<file path="config.mk">
export PLATFORM = sky130hd
export DESIGN_NAME = dmem_arbiter
export DESIGN_NICKNAME = d
export VERILOG_FILES = /design/src/rtl/mem_ctrl_pkg.sv /design/src/rtl/rr_arb2.sv /design/src/rtl/dmem_arbiter.sv
export SDC_FILE = /design/constraint.sdc
export NUM_CORES = 1
export LEC_CHECK = 0
export BUFFER_PORTS_ARGS = -buffer_cell sky130_fd_sc_hd__buf_2
export CAP_MARGIN = 20
export CORE_MARGIN = 2
export CORE_UTILIZATION = 40
export CTS_BUF_LIST = sky130_fd_sc_hd__clkbuf_8
export DETAILED_ROUTE_END_ITERATION = 8
export MAX_ROUTING_LAYER = met4
export PLACE_DENSITY_LB_ADDON = 0.08
export SLEW_MARGIN = 20
export SYNTH_ARGS = -nofsm -noshare
export SYNTH_HDL_FRONTEND = slang
export SYNTH_SLANG_ARGS = --single-unit
</file>
<file path="constraint.sdc">
create_clock -name clk -period 2.51 [get_ports clk]
set_input_delay 0.251 -clock clk [delete_from_list [all_inputs] [get_ports clk]]
set_output_delay 0.251 -clock clk [all_outputs]
set_load 0.01 [all_outputs]
</file>
<file path="src/rtl/mem_ctrl_pkg.sv">
// Shared types and constants for the data-memory sequencing controller.
// Holds the FSM state encoding, word-index slice bounds and the address fault check.
package mem_ctrl_pkg;

    typedef enum logic [1:0] {IDLE, ISSUE, WAIT, RESP} state_t;

    localparam int MEM_WORDS = 1024;
    localparam int WIDX_HI   = 11;
    localparam int WIDX_LO   = 2;
    localparam int ALIGN_HI  = 1;
    localparam int RANGE_LO  = 12;

    // A byte address is usable only if it is word aligned and inside the 4 KiB window.
    function automatic logic addr_fault(input logic [31:0] addr);
        return (addr[ALIGN_HI:0] != '0) || (addr[31:RANGE_LO] != '0);
    endfunction

endpackage

</file>
<file path="src/rtl/rr_arb2.sv">
// Two-way round-robin arbiter with a combinational one-hot grant.
// The priority pointer moves to the loser only when both requesters contend.
module rr_arb2 (
    input  logic       clk,
    input  logic       rst,
    input  logic [1:0] req,
    input  logic       advance,
    output logic [1:0] gnt
);

    logic r_ptr;

    always_comb begin
        gnt = 2'b00;
        case (req)
            2'b01:   gnt = 2'b01;
            2'b10:   gnt = 2'b10;
            2'b11:   gnt = r_ptr ? 2'b10 : 2'b01;
            default: gnt = 2'b00;
        endcase
    end

    always_ff @(posedge clk or posedge rst) begin
        if (rst) begin
            r_ptr <= 1'b0;
        end else if (advance && (req == 2'b11)) begin
            r_ptr <= gnt[0];
        end
    end

endmodule

</file>
<file path="src/rtl/dmem_arbiter.sv">
// Serialises load/store requests from two requesters onto the single-port data memory,
// returning exactly one response pulse per accepted request.
//
// state | meaning
// IDLE  | arbitrate, capture winner; faulty address goes straight to RESP
// ISSUE | memory strobe on the bus for one cycle
// WAIT  | count out the memory read latency, then capture read data
// RESP  | one-cycle response pulse to the captured requester
module dmem_arbiter
    import mem_ctrl_pkg::*;
#(
    parameter int RD_LAT = 2,
    parameter int ADDR_W = 10
) (
    input  logic              clk,
    input  logic              rst,

    input  logic              r0_valid,
    output logic              r0_ready,
    input  logic              r0_isLd,
    input  logic              r0_isSt,
    input  logic [31:0]       r0_addr,
    input  logic [31:0]       r0_wdata,
    output logic              r0_resp_valid,
    output logic [31:0]       r0_resp_data,
    output logic              r0_resp_err,

    input  logic              r1_valid,
    output logic              r1_ready,
    input  logic              r1_isLd,
    input  logic              r1_isSt,
    input  logic [31:0]       r1_addr,
    input  logic [31:0]       r1_wdata,
    output logic              r1_resp_valid,
    output logic [31:0]       r1_resp_data,
    output logic              r1_resp_err,

    output logic              mem_en,
    output logic              mem_we,
    output logic [ADDR_W-1:0] mem_addr,
    output logic [31:0]       mem_wdata,
    input  logic [31:0]       mem_rdata
);

    localparam logic [2:0] LAT_INIT = 3'(RD_LAT - 1);

    state_t              r_state;
    logic                r_id;
    logic                r_is_ld;
    logic [2:0]          r_wait_cnt;
    logic                r_mem_en;
    logic                r_mem_we;
    logic [ADDR_W-1:0]   r_mem_addr;
    logic [31:0]         r_mem_wdata;
    logic [1:0]          r_resp_valid;
    logic [31:0]         r_resp_data;
    logic                r_resp_err;

    logic [1:0]          w_req;
    logic [1:0]          w_gnt;
    logic                w_idle;
    logic                w_accept;
    logic                w_sel;
    logic                w_sel_ld;
    logic                w_sel_st;
    logic [31:0]         w_sel_addr;
    logic [31:0]         w_sel_wdata;
    logic                w_fault;

    assign w_req  = {r1_valid, r0_valid};
    assign w_idle = (r_state == IDLE) && !rst;

    rr_arb2 u_arb (
        .clk     (clk),
        .rst     (rst),
        .req     (w_req),
        .advance (w_accept),
        .gnt     (w_gnt)
    );

    assign w_accept    = w_idle && (w_gnt != 2'b00);
    assign w_sel       = w_gnt[1];
    assign w_sel_ld    = w_sel ? r1_isLd  : r0_isLd;
    assign w_sel_st    = w_sel ? r1_isSt  : r0_isSt;
    assign w_sel_addr  = w_sel ? r1_addr  : r0_addr;
    assign w_sel_wdata = w_sel ? r1_wdata : r0_wdata;
    assign w_fault     = addr_fault(w_sel_addr);

    assign r0_ready = w_idle && w_gnt[0];
    assign r1_ready = w_idle && w_gnt[1];

    always_ff @(posedge clk or posedge rst) begin
        if (rst) begin
            r_state      <= IDLE;
            r_id         <= 1'b0;
            r_is_ld      <= 1'b0;
            r_wait_cnt   <= '0;
            r_mem_en     <= 1'b0;
            r_mem_we     <= 1'b0;
            r_mem_addr   <= '0;
            r_mem_wdata  <= '0;
            r_resp_valid <= 2'b00;
            r_resp_data  <= '0;
            r_resp_err   <= 1'b0;
        end else begin
            case (r_state)
                IDLE: begin
                    if (w_accept) begin
                        r_id    <= w_sel;
                        // Load-and-store together behaves as a store: no read is performed.
                        r_is_ld <= w_sel_ld && !w_sel_st;
                        if (w_fault) begin
                            r_resp_valid <= w_gnt;
                            r_resp_err   <= 1'b1;
                            r_resp_data  <= '0;
                            r_state      <= RESP;
                        end else begin
                            r_mem_en    <= w_sel_ld || w_sel_st;
                            r_mem_we    <= w_sel_st;
                            r_mem_addr  <= ADDR_W'(w_sel_addr[WIDX_HI:WIDX_LO]);
                            r_mem_wdata <= w_sel_wdata;
                            r_state     <= ISSUE;
                        end
                    end
                end
                ISSUE: begin
                    r_mem_en    <= 1'b0;
                    r_mem_we    <= 1'b0;
                    r_mem_addr  <= '0;
                    r_mem_wdata <= '0;
                    if (r_is_ld) begin
                        r_wait_cnt <= LAT_INIT;
                        r_state    <= WAIT;
                    end else begin
                        r_resp_valid <= r_id ? 2'b10 : 2'b01;
                        r_resp_data  <= '0;
                        r_resp_err   <= 1'b0;
                        r_state      <= RESP;
                    end
                end
                WAIT: begin
                    if (r_wait_cnt == 3'd0) begin
                        r_resp_data  <= mem_rdata;
                        r_resp_valid <= r_id ? 2'b10 : 2'b01;
                        r_resp_err   <= 1'b0;
                        r_state      <= RESP;
                    end else begin
                        r_wait_cnt <= r_wait_cnt - 3'd1;
                    end
                end
                RESP: begin
                    r_resp_valid <= 2'b00;
                    r_resp_data  <= '0;
                    r_resp_err   <= 1'b0;
                    r_state      <= IDLE;
                end
                default: r_state <= IDLE;
            endcase
        end
    end

    assign mem_en    = r_mem_en;
    assign mem_we    = r_mem_we;
    assign mem_addr  = r_mem_addr;
    assign mem_wdata = r_mem_wdata;

    assign r0_resp_valid = r_resp_valid[0];
    assign r1_resp_valid = r_resp_valid[1];
    assign r0_resp_data  = r_resp_valid[0] ? r_resp_data : '0;
    assign r1_resp_data  = r_resp_valid[1] ? r_resp_data : '0;
    assign r0_resp_err   = r_resp_valid[0] && r_resp_err;
    assign r1_resp_err   = r_resp_valid[1] && r_resp_err;

endmodule

</file>
# Word-level counts from Yosys, hierarchy flattened
# Index checks and enable logic that the tools add are counted.
# classes
n_shift	0
n_reduce_logical	24
n_bitwise	0
magnitude_cmp	0
n_div	0
add_sub_neg	1
n_mux	44
n_eq_ne	13
mul	0
# ops
operator	n
32-bit two-way mux	10
32-bit one-hot mux with 4 select lines	1
32-bit one-hot mux with 2 select lines	1
10-bit two-way mux	2
10-bit one-hot mux with 2 select lines	1
20-bit nonzero test	1
2-bit two-way mux	9
2-bit one-hot mux with 4 select lines	2
2-bit != test, second input constant	6
1-bit two-way mux	11
2-bit == test, second input constant	4
1-bit logical AND	8
2-bit nonzero test	4
3-bit two-way mux	2
2-bit one-hot mux with 3 select lines	1
3-bit one-hot mux with 2 select lines	1
3-bit AND reduction	2
2-bit by 1-bit == test with 1-bit output, second input constant	2
1-bit one-hot mux with 2 select lines	2
1-bit one-hot mux with 4 select lines	1
2-bit AND reduction	2
4-bit AND reduction	1
3-bit zero test	1
3-bit by 1-bit subtractor with 3-bit output, second input constant	1
other kinds (4)	6
# word_totals
reg_bits	87
mem_count	0
word_cells	94
latchBits	0
mem_bits_ro	0
ram_bits	0

# Longest topological paths before layout
# Gate-level depths: netlist (run 1).
# logic_depth
depth_word	8
depth_mapped	9

# Cells and area by module
# From an unflattened synthesis (run 1), not the netlist that was laid out.
# unflattened
cells_unflattened	446
area_unflattened_um2	4690.7
# by_module_without_submodules
module	instances	area_per_inst_um2	seq_area_each_um2	cells_each
dmem_arbiter	1	4629.4	2152.1	439
rr_arb2	1	61.3	25.0	7

# Worst setup path after synthesis (run 1)
# OpenSTA, ideal clock, no wires.
# synth_path
kind	reg2reg
startpoint	register r_state[0]
endpoint	register r_resp_err
path_buffers	1
slack_ns	0.456
setup_ns	0.125
path_stages_with_launch	9
arrival_time_ns	1.929
cell_sequence	dfrtp_1 > inv_1 > ha_1 > and2b_1 > o21ai_2 > a22o_1 > a221oi_2 > buf_6 > mux2_4
# synth_between
elab_chain_cells	5
# synth_rtl
element	line_no	text
start: declaration	dmem_arbiter.sv:47	state_t r_state;
start signal: assignment	dmem_arbiter.sv:94	r_state <= IDLE;
start signal: assignment	dmem_arbiter.sv:116	r_state <= RESP;
start signal: assignment	dmem_arbiter.sv:122	r_state <= ISSUE;
2-bit zero test	dmem_arbiter.sv:71, dmem_arbiter.sv:106	
1-bit logical AND	dmem_arbiter.sv:71	assign w_idle = (r_state == IDLE) && !rst;
1-bit logical AND	dmem_arbiter.sv:81	assign w_accept = w_idle && (w_gnt != 2'b00);
2-bit by 1-bit != test with 1-bit output (no source line)	-	
4-bit AND reduction (no source line)	-	
end signal: assignment	dmem_arbiter.sv:104	r_resp_err <= 1'b0;
end signal: assignment	dmem_arbiter.sv:114	r_resp_err <= 1'b1;
end signal: assignment	dmem_arbiter.sv:137	r_resp_err <= 1'b0;
end: declaration	dmem_arbiter.sv:57	logic r_resp_err;
# Parallel ways exist; a longest one is shown, timed or not.
# A chain may end at the register's enable or synchronous reset.

# Worst setup path after layout (run 1)
# layout_path
startpoint	register r_state[0]
endpoint	register r_resp_data[27]
# layout_between
elab_chain_cells	5
# layout_rtl
element	line_no	text
2-bit zero test	dmem_arbiter.sv:71, dmem_arbiter.sv:106	
1-bit logical AND	dmem_arbiter.sv:71	
1-bit logical AND	dmem_arbiter.sv:81	
2-bit by 1-bit != test with 1-bit output (no source line)	-	
4-bit AND reduction (no source line)	-	
end signal: assignment	dmem_arbiter.sv:143	r_resp_data <= mem_rdata;
end: declaration	dmem_arbiter.sv:56	logic [31:0] r_resp_data;
# Parallel ways exist; a longest one is shown, timed or not.

==> metrics.txt, run 1 <==
run status complete, but fails checks; failing checks design-rule violations; Fin. Hold Viols 0; CTS root buffer clkbuf_8; Worst slew margin 43.02%; Diodes inserted 0; CP Cell Sequence inv_1 > ha_1 > and2b_1 > o21ai_2 > a22o_1 > a221oi_4 > buf_12 > buf_12 > mux2i_1; Pwr Density 777.4 nW/µm²; setup TNS 0 ns; antenna violations before repair 0; area grow syn2layout 37.68%; Post-Syn Nets 628; crit path max fanout 26; GR Overflow Total 0; minimum clock period 2.239 ns; die area 12,750 µm²; worst vdd ir 0.0004475 V; synthesis-stage register bit count 87; most common cell type on the critical path buf_12; Layout Skew 0.01215 ns; Die Height 112.9 µm; Primary FF master, synth dfrtp_1; RSZ-0062 raised after global routing no; detailed-route DRC error count 15; Synth Warn # 0; largest net degree at the start of global routing 47; max frequency 446.7 MHz; post-DP HPWL 9511 µm; clock network fraction of total power 20.6%; TritonRoute pass-1 iters 6; Clk Latency, worst-skew pair 0.36 ns; number of post-CTS setup repair buffers 0; P_int 3206 µW; Mean Syn Cell Area 10.45 µm²; Syn Inst Count 454; Comb pwr share 43.0%; Core Area 11,520 µm²; wire length of the first global-routing pass 19,950 µm; Critical Path Start r_state[0]; switching power 1872 µW; Tot GR Track Use 19.93%; CTS tree yes; WS Path Type reg2reg; Worst setup EP type flop; max-slew violations 0; Setup-failing EPs final 0; worst setup path endpoint r_resp_data[27]; Sink Count 87; sequential power share 36.3%; Max Cap Viol 0; crit start category flop; Total Wirelength 12,420 µm; Net Sw Frac 36.86%; fraction of layout cells with a size suffix above 1 43.25%; Layout Nets 902; CP Data Required Time 2.78 ns; LEAKAGE 0.003800 µW; reg2reg end r_resp_data[27]; Final WS setup 0.2711 ns; PostCTS Resize Cnt 0; routed len/inst 14.18 µm; Crit-path slowest cell dfrtp_1; number of synthesized flops with an enable pin 0; sequential share of the synthesized area 45.89%; Starting Density 41.20%; Die Span X 112.9 µm; worst reg2reg startpoint r_state[0]; Ports 282; FFs w/ async S/R, synth 100.0%; Post-Syn Area 4745 µm²; worst r2r path cells 9; H-tree Lvls 3; antenna-violating nets left 0; Worst Hold Class in2async; cell row count 39; Clock Path Buffers 2; CTS buffer count 9; Largest stage delay, worst path 0.43 ns; WP data arrival 2.51 ns; R2R Setup Slk 0.27 ns; Final Cycle Share 89.20%; hold_buf cts 0; Port Buf Inserts 281; clk slew on worst S/H paths 0.08 ns; detailed-route via count 4,209; worst slew pin tran 0.8547 ns; vias in the first global route 4,126; fill count 1,040; DRT iter0 DRCs 141; DP Worst Slack 0.2764 ns; Cell variety after synth 38; vias per cell 4.805; gpl congestion 0.8602
-- how the worst min path moves through the flow --
stage | from | to | slack [ns] | cells past startpoint
final | rst | u_arb.r_ptr | 0.03 | 2
after global routing | rst | u_arb.r_ptr | 0.09 | 2
after CTS | rst | r_wait_cnt[0] | 0.04 | 2
after detailed placement | rst | u_arb.r_ptr | 0.43 | 2
after global placement | rst | u_arb.r_ptr | 0.42 | 2
after floorplan | mem_rdata[0] | r_resp_data[0] | 0.40 | 2
-- worst max-delay path, delay by kind of cell, from the launching register on --
| kind | cells | cell delay (ns) |
|---|---|---|
| compound gates | 3 | 0.65 |
| buf+inv | 3 | 0.54 |
| flops | 1 | 0.43 |
| mux | 1 | 0.20 |
| fa+ha+maj | 1 | 0.17 |
| simple gates | 1 | 0.16 |
-- power by group through the flow --
stage / sequential, µW / combinational, µW / clock [µW]
2_1_floorplan: 1760 / 1760 / 0
3_3_place_gp: 1860 / 2150 / 0
3_5_place_dp: 1880 / 2210 / 0
4_1_cts: 1850 / 2220 / 1080
5_1_grt: 1900 / 2400 / 1140
6_report: 1850 / 2180 / 1050
-- sequential cells by signal (all words and copies together), names as in the netlist --
signal,count
r_resp_err,1
r_resp_data,32
r_wait_cnt,3
mem_en,1
r_resp_valid,2
mem_addr,10
r_is_ld,1
r_id,1
u_arb.r_ptr,1
r_state,2
mem_we,1
mem_wdata,32
-- cell type report --
type / instances / area, µm² / area share [%]
flip-flops and latches: 87 / 2177 / 33.33
well taps: 143 / 178.9 / 2.739
multi-input cells: 296 / 2256 / 34.53
clock buffers: 9 / 123.9 / 1.896
inverters: 43 / 162.7 / 2.490
repair buffers: 291 / 1544 / 23.64
clock inverters: 7 / 90.09 / 1.379
-- cells by family after synthesis --
family	Yosys count	share of synthesized area, %
compound gates	69	12.29
buf+inv	71	7.094
simple gates	142	16.17
flops	87	45.89
mux	78	16.80
xor+xnor	1	0.1846
fa+ha+maj	6	1.582
-- routing by layer --
layer | share of wire [%] | wire [µm] | global-route usage [%]
met4 | 1.8 | 227 | 7.154
met3 | 6.5 | 810 | 3.642
met2 | 48 | 6000 | 32.05
met1 | 43 | 5382 | 25.44
met5 | 0 | 0 | -
-- layout by cell type, fill, tap and decap left out, types with 9 or more instances in the layout --
master and instances:
dfrtp_1 87, inv_1 44, mux2i_1 74, nor2_1 9
and2_1 66, nand2_1 39, o2bb2ai_1 44, clkbuf_8 9
nor4_1 12, buf_2 281
-- metrics by stage --
step           power, µW  hold WS (ns)  util, %  cell area, µm²  instances
5_1_grt             5438       0.08545    56.73            6533        876
2_1_floorplan       3515        0.3968        -            4745        454
6_report            5078       0.02680    56.73            6533        876
4_1_cts             5143       0.03592    56.73            6533        876
3_3_place_gp        4005        0.4171    54.87            6319        860
3_5_place_dp        4092        0.4318    54.87            6319        860
-- synthesized netlist by cell type (all sizes together), types with 2 or more instances --
library cell | n | area [µm²]
nand4 | 3 | 18.77
inv | 43 | 161.4
nor4 | 12 | 75.07
nand2 | 40 | 150.1
buf | 10 | 107.6
mux2 | 4 | 56.30
a21oi | 3 | 18.77
a22o | 3 | 26.28
o31ai | 3 | 22.52
o2bb2ai | 44 | 385.4
a31oi | 2 | 12.51
nand2b | 2 | 12.51
mux2i | 74 | 740.7
a22oi | 2 | 15.01
dfrtp | 87 | 2177
nor2 | 9 | 33.78
and2 | 67 | 421.7
clkbuf | 18 | 67.56
nand3 | 4 | 20.02
ha | 6 | 75.07
o21ai | 8 | 43.79
Note: power is estimated with default switching activity, not from simulation.
==> inputs of run 2 (changes only) <==
--- a/config.mk
+++ b/config.mk
@@ -8,11 +8,11 @@
 export BUFFER_PORTS_ARGS = -buffer_cell sky130_fd_sc_hd__buf_2
 export CAP_MARGIN = 20
 export CORE_MARGIN = 2
-export CORE_UTILIZATION = 40
+export CORE_UTILIZATION = 41
 export CTS_BUF_LIST = sky130_fd_sc_hd__clkbuf_8
 export DETAILED_ROUTE_END_ITERATION = 8
 export MAX_ROUTING_LAYER = met4
-export PLACE_DENSITY_LB_ADDON = 0.08
+export PLACE_DENSITY = 0.82
 export SLEW_MARGIN = 20
 export SYNTH_ARGS = -nofsm -noshare
 export SYNTH_HDL_FRONTEND = slang
==> run 2 against run 1 <==
Against the previous run:
- the run now ends clean
- sequential power is essentially flat
- via count grew 1.7%
- first-iteration DRC count grew 58%
- cell area shrank 0.17%
- worst hold slack gained 0.11 ns
- final cell count grew 0.11%
- die area shrank 2.4%
- clock-buffer cell count grew 2
- clock skew shrank 0.0031 ns
- critical endpoint is now r_resp_data[8]
- highest routed layer unchanged
==> metrics.txt, run 2 (synthesized netlist as in run 1, its figures left out) <==
hold_buf cts 1 (+1); Die Span X 111.6 µm (-1.2%); wire length of the first global-routing pass 20,270 µm (+1.6%); Core Area 11,370 µm² (-1.3%); Worst slew margin 45.43% (+2.4 points); Layout Nets 902 (unchanged); vias per cell 4.880 (+1.6%); WP data arrival 2.60 ns (+0.09 ns); Worst Hold Class in2reg; most frequent cells in the layout 281 x buf_2, 87 x dfrtp_1, 74 x mux2i_1, 66 x and2_1, 44 x o2bb2ai_1; Die Height 111.6 µm (-1.2%); Setup-failing EPs final 0 (unchanged); Clk Latency, worst-skew pair 0.35 ns (about the same); Ports 282 (unchanged); CTS tree yes; worst r2r path cells 8 (-1); vias in the first global route 4,216 (+2.2%); CTS root buffer clkbuf_8; worst reg2reg startpoint r_state[0]; R2R Setup Slk 0.17 ns (-0.10 ns); detailed-route DRC error count 0 (-15); post-DP HPWL 9370 µm (-1.5%); hold_ws 0.1366 ns (+0.1098 ns); Layout Skew 0.009057 ns (-0.003093 ns); Port Buf Inserts 281 (unchanged); Sink Count 87 (unchanged); DRT iter0 DRCs 223 (+58%); M1 WL 5537 µm (+2.9%); Total Wirelength 12,370 µm (-0.39%); worst slew pin tran 0.8185 ns (-0.03619 ns); hold depth 3; Final Cycle Share 93.03% (+3.8 points); crit path max fanout 22 (-15%); detailed-route via count 4,280 (+1.7%); Worst setup EP type flop; CP Data Required Time 2.77 ns (about the same); gpl congestion 0.8497 (-1.2%); PostCTS Resize Cnt 0 (unchanged); Starting Density 41.73% (+0.53 points); RSZ-0062 raised after global routing no; WS Path Type reg2reg; H-tree Lvls 3 (unchanged); Tot GR Track Use 20.43% (+0.50 points); Fin. Hold Viols 0 (unchanged); DR WL met2 5766 µm (-3.9%); routed len/inst 14.11 µm (-0.50%); antenna-violating nets left 0 (unchanged); area grow syn2layout 37.45%; reg2reg end r_resp_data[8]; worst setup path endpoint r_resp_data[8]; Pwr Density 763.3 nW/µm² (-1.8%); die area 12,450 µm² (-2.4%); DP Worst Slack 0.1852 ns (-0.09123 ns); max frequency 428.2 MHz (-4.1%); minimum clock period 2.335 ns (+0.09622 ns); GR Overflow Total 0 (unchanged); Clock Path Buffers 2 (unchanged); CTS buffer count 9 (unchanged); fraction of layout cells with a size suffix above 1 43.38% (+0.14 points); most common cell after layout, fill and taps aside buf_2; Max Cap Viol 0 (unchanged); TritonRoute pass-1 iters 4 (-2); worst vdd ir 0.0005664 V (+27%); crit start category flop; max-slew violations 0 (unchanged); Final WS setup 0.1749 ns (-0.09622 ns); cell row count 39 (unchanged); number of post-CTS setup repair buffers 0 (unchanged); largest net degree at the start of global routing 58 (+23%); LEAKAGE 0.003782 µW (-0.48%); clk slew on worst S/H paths 0.09 ns (about the same); run status finished, final reports clean; setup TNS 0 ns (unchanged); antenna violations before repair 1 (+1); Met3 Wirelength 894 µm (+10%); uppermost layer routed met4; Critical Path Start r_state[0]
run 2: how the worst min path moves through the flow:
stage / end / startpoint / slack (ns)
final: r_resp_data[1] / mem_rdata[1] / 0.14
after detailed placement: u_arb.r_ptr / rst / 0.33
after floorplan: r_resp_data[0] / mem_rdata[0] / 0.40
after CTS: r_resp_data[1] / mem_rdata[1] / 0.12
after global placement: u_arb.r_ptr / rst / 0.33
after global routing: r_resp_data[7] / mem_rdata[7] / 0.13
run 2: where the power goes:
group | leakage (µW) | internal, µW | total [µW] | switching [µW]
sequential | 0.00118 | 1610 | 1840 | 231
clock | 0.000105 | 513 | 998 | 486
combinational | 0.00250 | 1000 | 2130 | 1130
total | 0.00378 | 3130 | 4980 | 1850
run 2: per-layer routing:
| layer | vias to the layer above | track usage, % |
|---|---|---|
| met5 | - | - |
| li1 | 2105 | - |
| met3 | 13 | 5.607 |
| met1 | 1989 | 25.86 |
| met4 | 0 | 6.091 |
| met2 | 173 | 32.28 |
run 2: worst max-delay path, stage by stage (launching register included):
cell and delay [ns]:
dfrtp_1 0.43, inv_1 0.12, ha_1 0.18, and2b_1 0.17, o21ai_2 0.13, a22o_1 0.29, a221oi_4 0.45, buf_12 0.27
mux2i_1 0.22
run 2: cell type report:
type | count | area, µm²
fillers | 1042 | 4848
inverters | 43 | 162.7
multi-input cells | 296 | 2263
clock inverters | 5 | 56.30
diodes | 1 | 2.502
well taps | 143 | 178.9
clock buffers | 11 | 151.4
flip-flops and latches | 87 | 2177
repair buffers | 291 | 1529
run 2: stage by stage:
step | cell area (µm²) | power, µW | instances | utilization, %
2_1_floorplan | 4745 | 3515 | 454 | -
3_3_place_gp | 6274 | 3977 | 858 | 55.18
3_5_place_dp | 6274 | 4028 | 858 | 55.18
4_1_cts | 6491 | 5042 | 875 | 57.09
5_1_grt | 6521 | 5368 | 877 | 57.36
6_report | 6521 | 4978 | 877 | 57.36
==> inputs of run 3 (changes only) <==
--- a/config.mk
+++ b/config.mk
@@ -11,9 +11,11 @@
 export CORE_UTILIZATION = 41
 export CTS_BUF_LIST = sky130_fd_sc_hd__clkbuf_8
 export DETAILED_ROUTE_END_ITERATION = 8
+export GPL_ROUTABILITY_DRIVEN = 0
 export MAX_ROUTING_LAYER = met4
-export PLACE_DENSITY = 0.82
+export PLACE_DENSITY = 0.83
 export SLEW_MARGIN = 20
 export SYNTH_ARGS = -nofsm -noshare
 export SYNTH_HDL_FRONTEND = slang
+export SYNTH_HIERARCHICAL = 1
 export SYNTH_SLANG_ARGS = --single-unit
==> run 3 against run 2 <==
Against the previous run:
- setup slack gained 0.023 ns
- core utilization is 0.12 points higher
- first-iteration DRC count rose by 5.4%
- combinational power increased by 3%
- routed wire length rose by 1.6%
- final cell count fell by 0.80%
- critical endpoint is now r_resp_valid[0]
==> metrics.txt, run 3 <==
run status finished, final reports clean; H-tree Lvls 3 (unchanged); clock network fraction of total power 19.5% (-0.6 points); Tot GR Track Use 20.54% (+0.11 points); area grow syn2layout 38.12%; LEAKAGE 0.003676 µW (-2.8%); wire length of the first global-routing pass 20,070 µm (-1.0%); crit start category flop; top cell type's share of synthesized area 46.41% (+0.53 points); RSZ-0062 raised after global routing no; P_int 3184 µW (+1.8%); Fin. Hold Viols 0 (unchanged); Final Cycle Share 92.10% (-0.93 points); Total Wirelength 12,570 µm (+1.6%); antenna-violating nets left 0 (unchanged); CTS root buffer clkbuf_8; Ports 282 (unchanged); Die Span X 111.0 µm (-0.55%); Cell variety after synth 38 (unchanged); crit path max fanout 6 (-73%); detailed-route via count 4,218 (-1.4%); vias in the first global route 4,098 (-2.8%); Syn Inst Count 446 (-1.8%); FFs w/ async S/R, synth 100.0% (unchanged); Largest stage delay, worst path 0.44 ns (about the same); Starting Density 41.61% (-0.12 points); WS Path Type reg2reg; most frequent cells after synthesis 87 x dfrtp_1, 76 x mux2i_1, 68 x and2_1; routed len/inst 14.45 µm (+2.4%); worst slew pin tran 0.7863 ns (-0.03214 ns); DRT iter0 DRCs 235 (+5.4%); top-count cell post-synth dfrtp_1; CTS buffer count 9 (unchanged); Final Cell Area 6479 µm² (-0.65%); minimum clock period 2.312 ns (-0.02334 ns); Layout Nets 896 (-0.67%); post-DP HPWL 9456 µm (+0.92%); most frequent cells in the layout 281 x buf_2, 87 x dfrtp_1, 76 x mux2i_1, 68 x and2_1; Post-Syn Area 4691 µm² (-1.1%); Net Sw Frac 36.56% (-0.61 points); TritonRoute pass-1 iters 5 (+1); Synth Warn # 6 (+6); die area 12,310 µm² (-1.1%); Comb pwr share 43.7% (+0.8 points); largest net degree at the start of global routing 45 (-22%); Clk Latency, worst-skew pair 0.34 ns (about the same); max-slew violations 0 (unchanged); synthesis-stage register bit count 87 (unchanged); CP Data Required Time 2.74 ns (-0.03 ns); sequential share of the synthesized area 46.41% (+0.53 points); Crit-path slowest cell dfrtp_1; WP data arrival 2.54 ns (-0.06 ns); antenna violations before repair 1 (unchanged); Clock Path Buffers 2 (unchanged); CTS tree yes; Die Height 111.0 µm (-0.55%); setup TNS 0 ns (unchanged); worst vdd ir 0.0005201 V (-8.2%); Post-Syn Nets 620 (-1.3%); GR Overflow Total 0 (unchanged); Worst Hold Class in2reg; Core Area 11,270 µm² (-0.86%); Worst slew margin 47.58% (+2.1 points); sequential power share 36.8% (-0.3 points); largest cells by area after synthesis dfrtp_1 46%, mux2i_1 16%, and2_1 9.1%; Pwr Density 774.6 nW/µm² (+1.5%); Primary FF master, synth dfrtp_1; clk slew on worst S/H paths 0.09 ns (about the same); Max Cap Viol 0 (unchanged); CP Cell Sequence inv_1 > ha_2 > and2b_1 > o21ai_1 > a222oi_1 > a21boi_4 > buf_4 > mux2_2; Port Buf Inserts 281 (unchanged); switching power 1835 µW (-0.84%); Layout Skew 0.008061 ns (-0.0009969 ns); Worst setup EP type flop; vias per cell 4.848 (-0.66%); fraction of layout cells with a size suffix above 1 43.66% (+0.28 points); leading area contributor after synthesis dfrtp_1; cell row count 39 (unchanged); max frequency 432.6 MHz (+1.0%); area post-placement 6226 µm² (-0.76%); number of synthesized flops with an enable pin 0 (unchanged); most common cell after layout, fill and taps aside buf_2; Sink Count 87 (unchanged); Mean Syn Cell Area 10.52 µm² (+0.64%); detailed-route DRC error count 0 (unchanged); Setup-failing EPs final 0 (unchanged)
-- run 3: cell count changes after synthesis, moves of 3 or more --
cell	before	now
clkbuf_1	18	14
nor4_1	12	9
mux2_4	3	0
nor2_1	9	3
buf_2	5	8
mux2_2	1	4
-- run 3: repair_timing --
action | 4_1_cts | 5_1_grt
setup buffers | 0 | 2
hold endpoints to repair | 1 | 0
resized for setup | 0 | 2
hold buffers | 1 | 0
endpoints found under the setup margin | 0 | 31
-- run 3: layout make-up --
cell class	instances	area (µm²)
Antenna cell	1	2.502
Fill cell	1017	4793
Tap cell	143	178.9
Clock inverter	4	46.29
Multi-Input combinational cell	288	2210
Clock buffer	11	151.4
Sequential cell	87	2177
Inverter	44	166.4
Timing Repair Buffer	292	1546
-- run 3: worst paths after layout --
kind | startpoint | end | slack [ns] | depth (start not counted)
setup / recovery | r_state[0] | r_resp_valid[0] | 0.20 | 8
hold / removal | mem_rdata[3] | r_resp_data[3] | 0.15 | 3
setup reg to reg | r_state[0] | r_resp_valid[0] | 0.20 | 8
hold reg to reg | mem_wdata[5] | mem_wdata[5] | 0.49 | 1
max in group asynchronous | rst | mem_wdata[3] | 1.24 | 4
min in group asynchronous | rst | u_arb/r_ptr | 0.31 | 3
-- run 3: per-layer routing --
layer | track usage (%) | share of wire, %
met5 | - | 0
met4 | 6.583 | 0.95
met3 | 4.866 | 7.8
met2 | 31.90 | 48
met1 | 26.79 | 43
-- run 3: critical path: cells and delay by family (launching register included) --
family	cells	cell delay (ns)
flip-flops	1	0.44
AND/OR/NAND/NOR	1	0.16
multiplexers	1	0.31
buffers and inverters	2	0.30
adder cells (fa/ha/maj)	1	0.25
AO/OA/AOI/OAI	3	0.73
-- run 3: power by group through the flow --
stage	Clock [µW]	Sequential, µW	Combinational, µW
3_3_place_gp	0	1860	2050
5_1_grt	1070	1900	2420
2_1_floorplan	0	1760	1720
6_report	979	1850	2190
3_5_place_dp	0	1880	2080
4_1_cts	1020	1850	2090
-- run 3: cell families (layout without fill, tap and decap cells) --
group | Yosys count | in the layout | share of synthesized area, %
AO/OA/AOI/OAI | 67 | 67 | 11.79
XOR/XNOR | 1 | 1 | 0.1868
adder cells (fa/ha/maj) | 6 | 6 | 1.600
buffers and inverters | 71 | 351 | 7.095
flip-flops | 87 | 87 | 46.41
multiplexers | 80 | 80 | 17.18
other | 0 | 1 | 0
AND/OR/NAND/NOR | 134 | 134 | 15.74
-- run 3: through the flow --
step / hold slack (ns) / setup slack, ns / instances / power, µW / util (%)
CTS: 0.1304 / 0.1390 / 866 / 4955 / 57.08
finish: 0.1533 / 0.1982 / 870 / 5018 / 57.48
global route: 0.1411 / 0.009438 / 870 / 5381 / 57.48
floorplan: -0.02029 / 0.03715 / 446 / 3476 / -
detailed placement: 0.1222 / 0.1330 / 850 / 3960 / 55.23
global placement: 0.1210 / 0.2780 / 850 / 3920 / 55.23
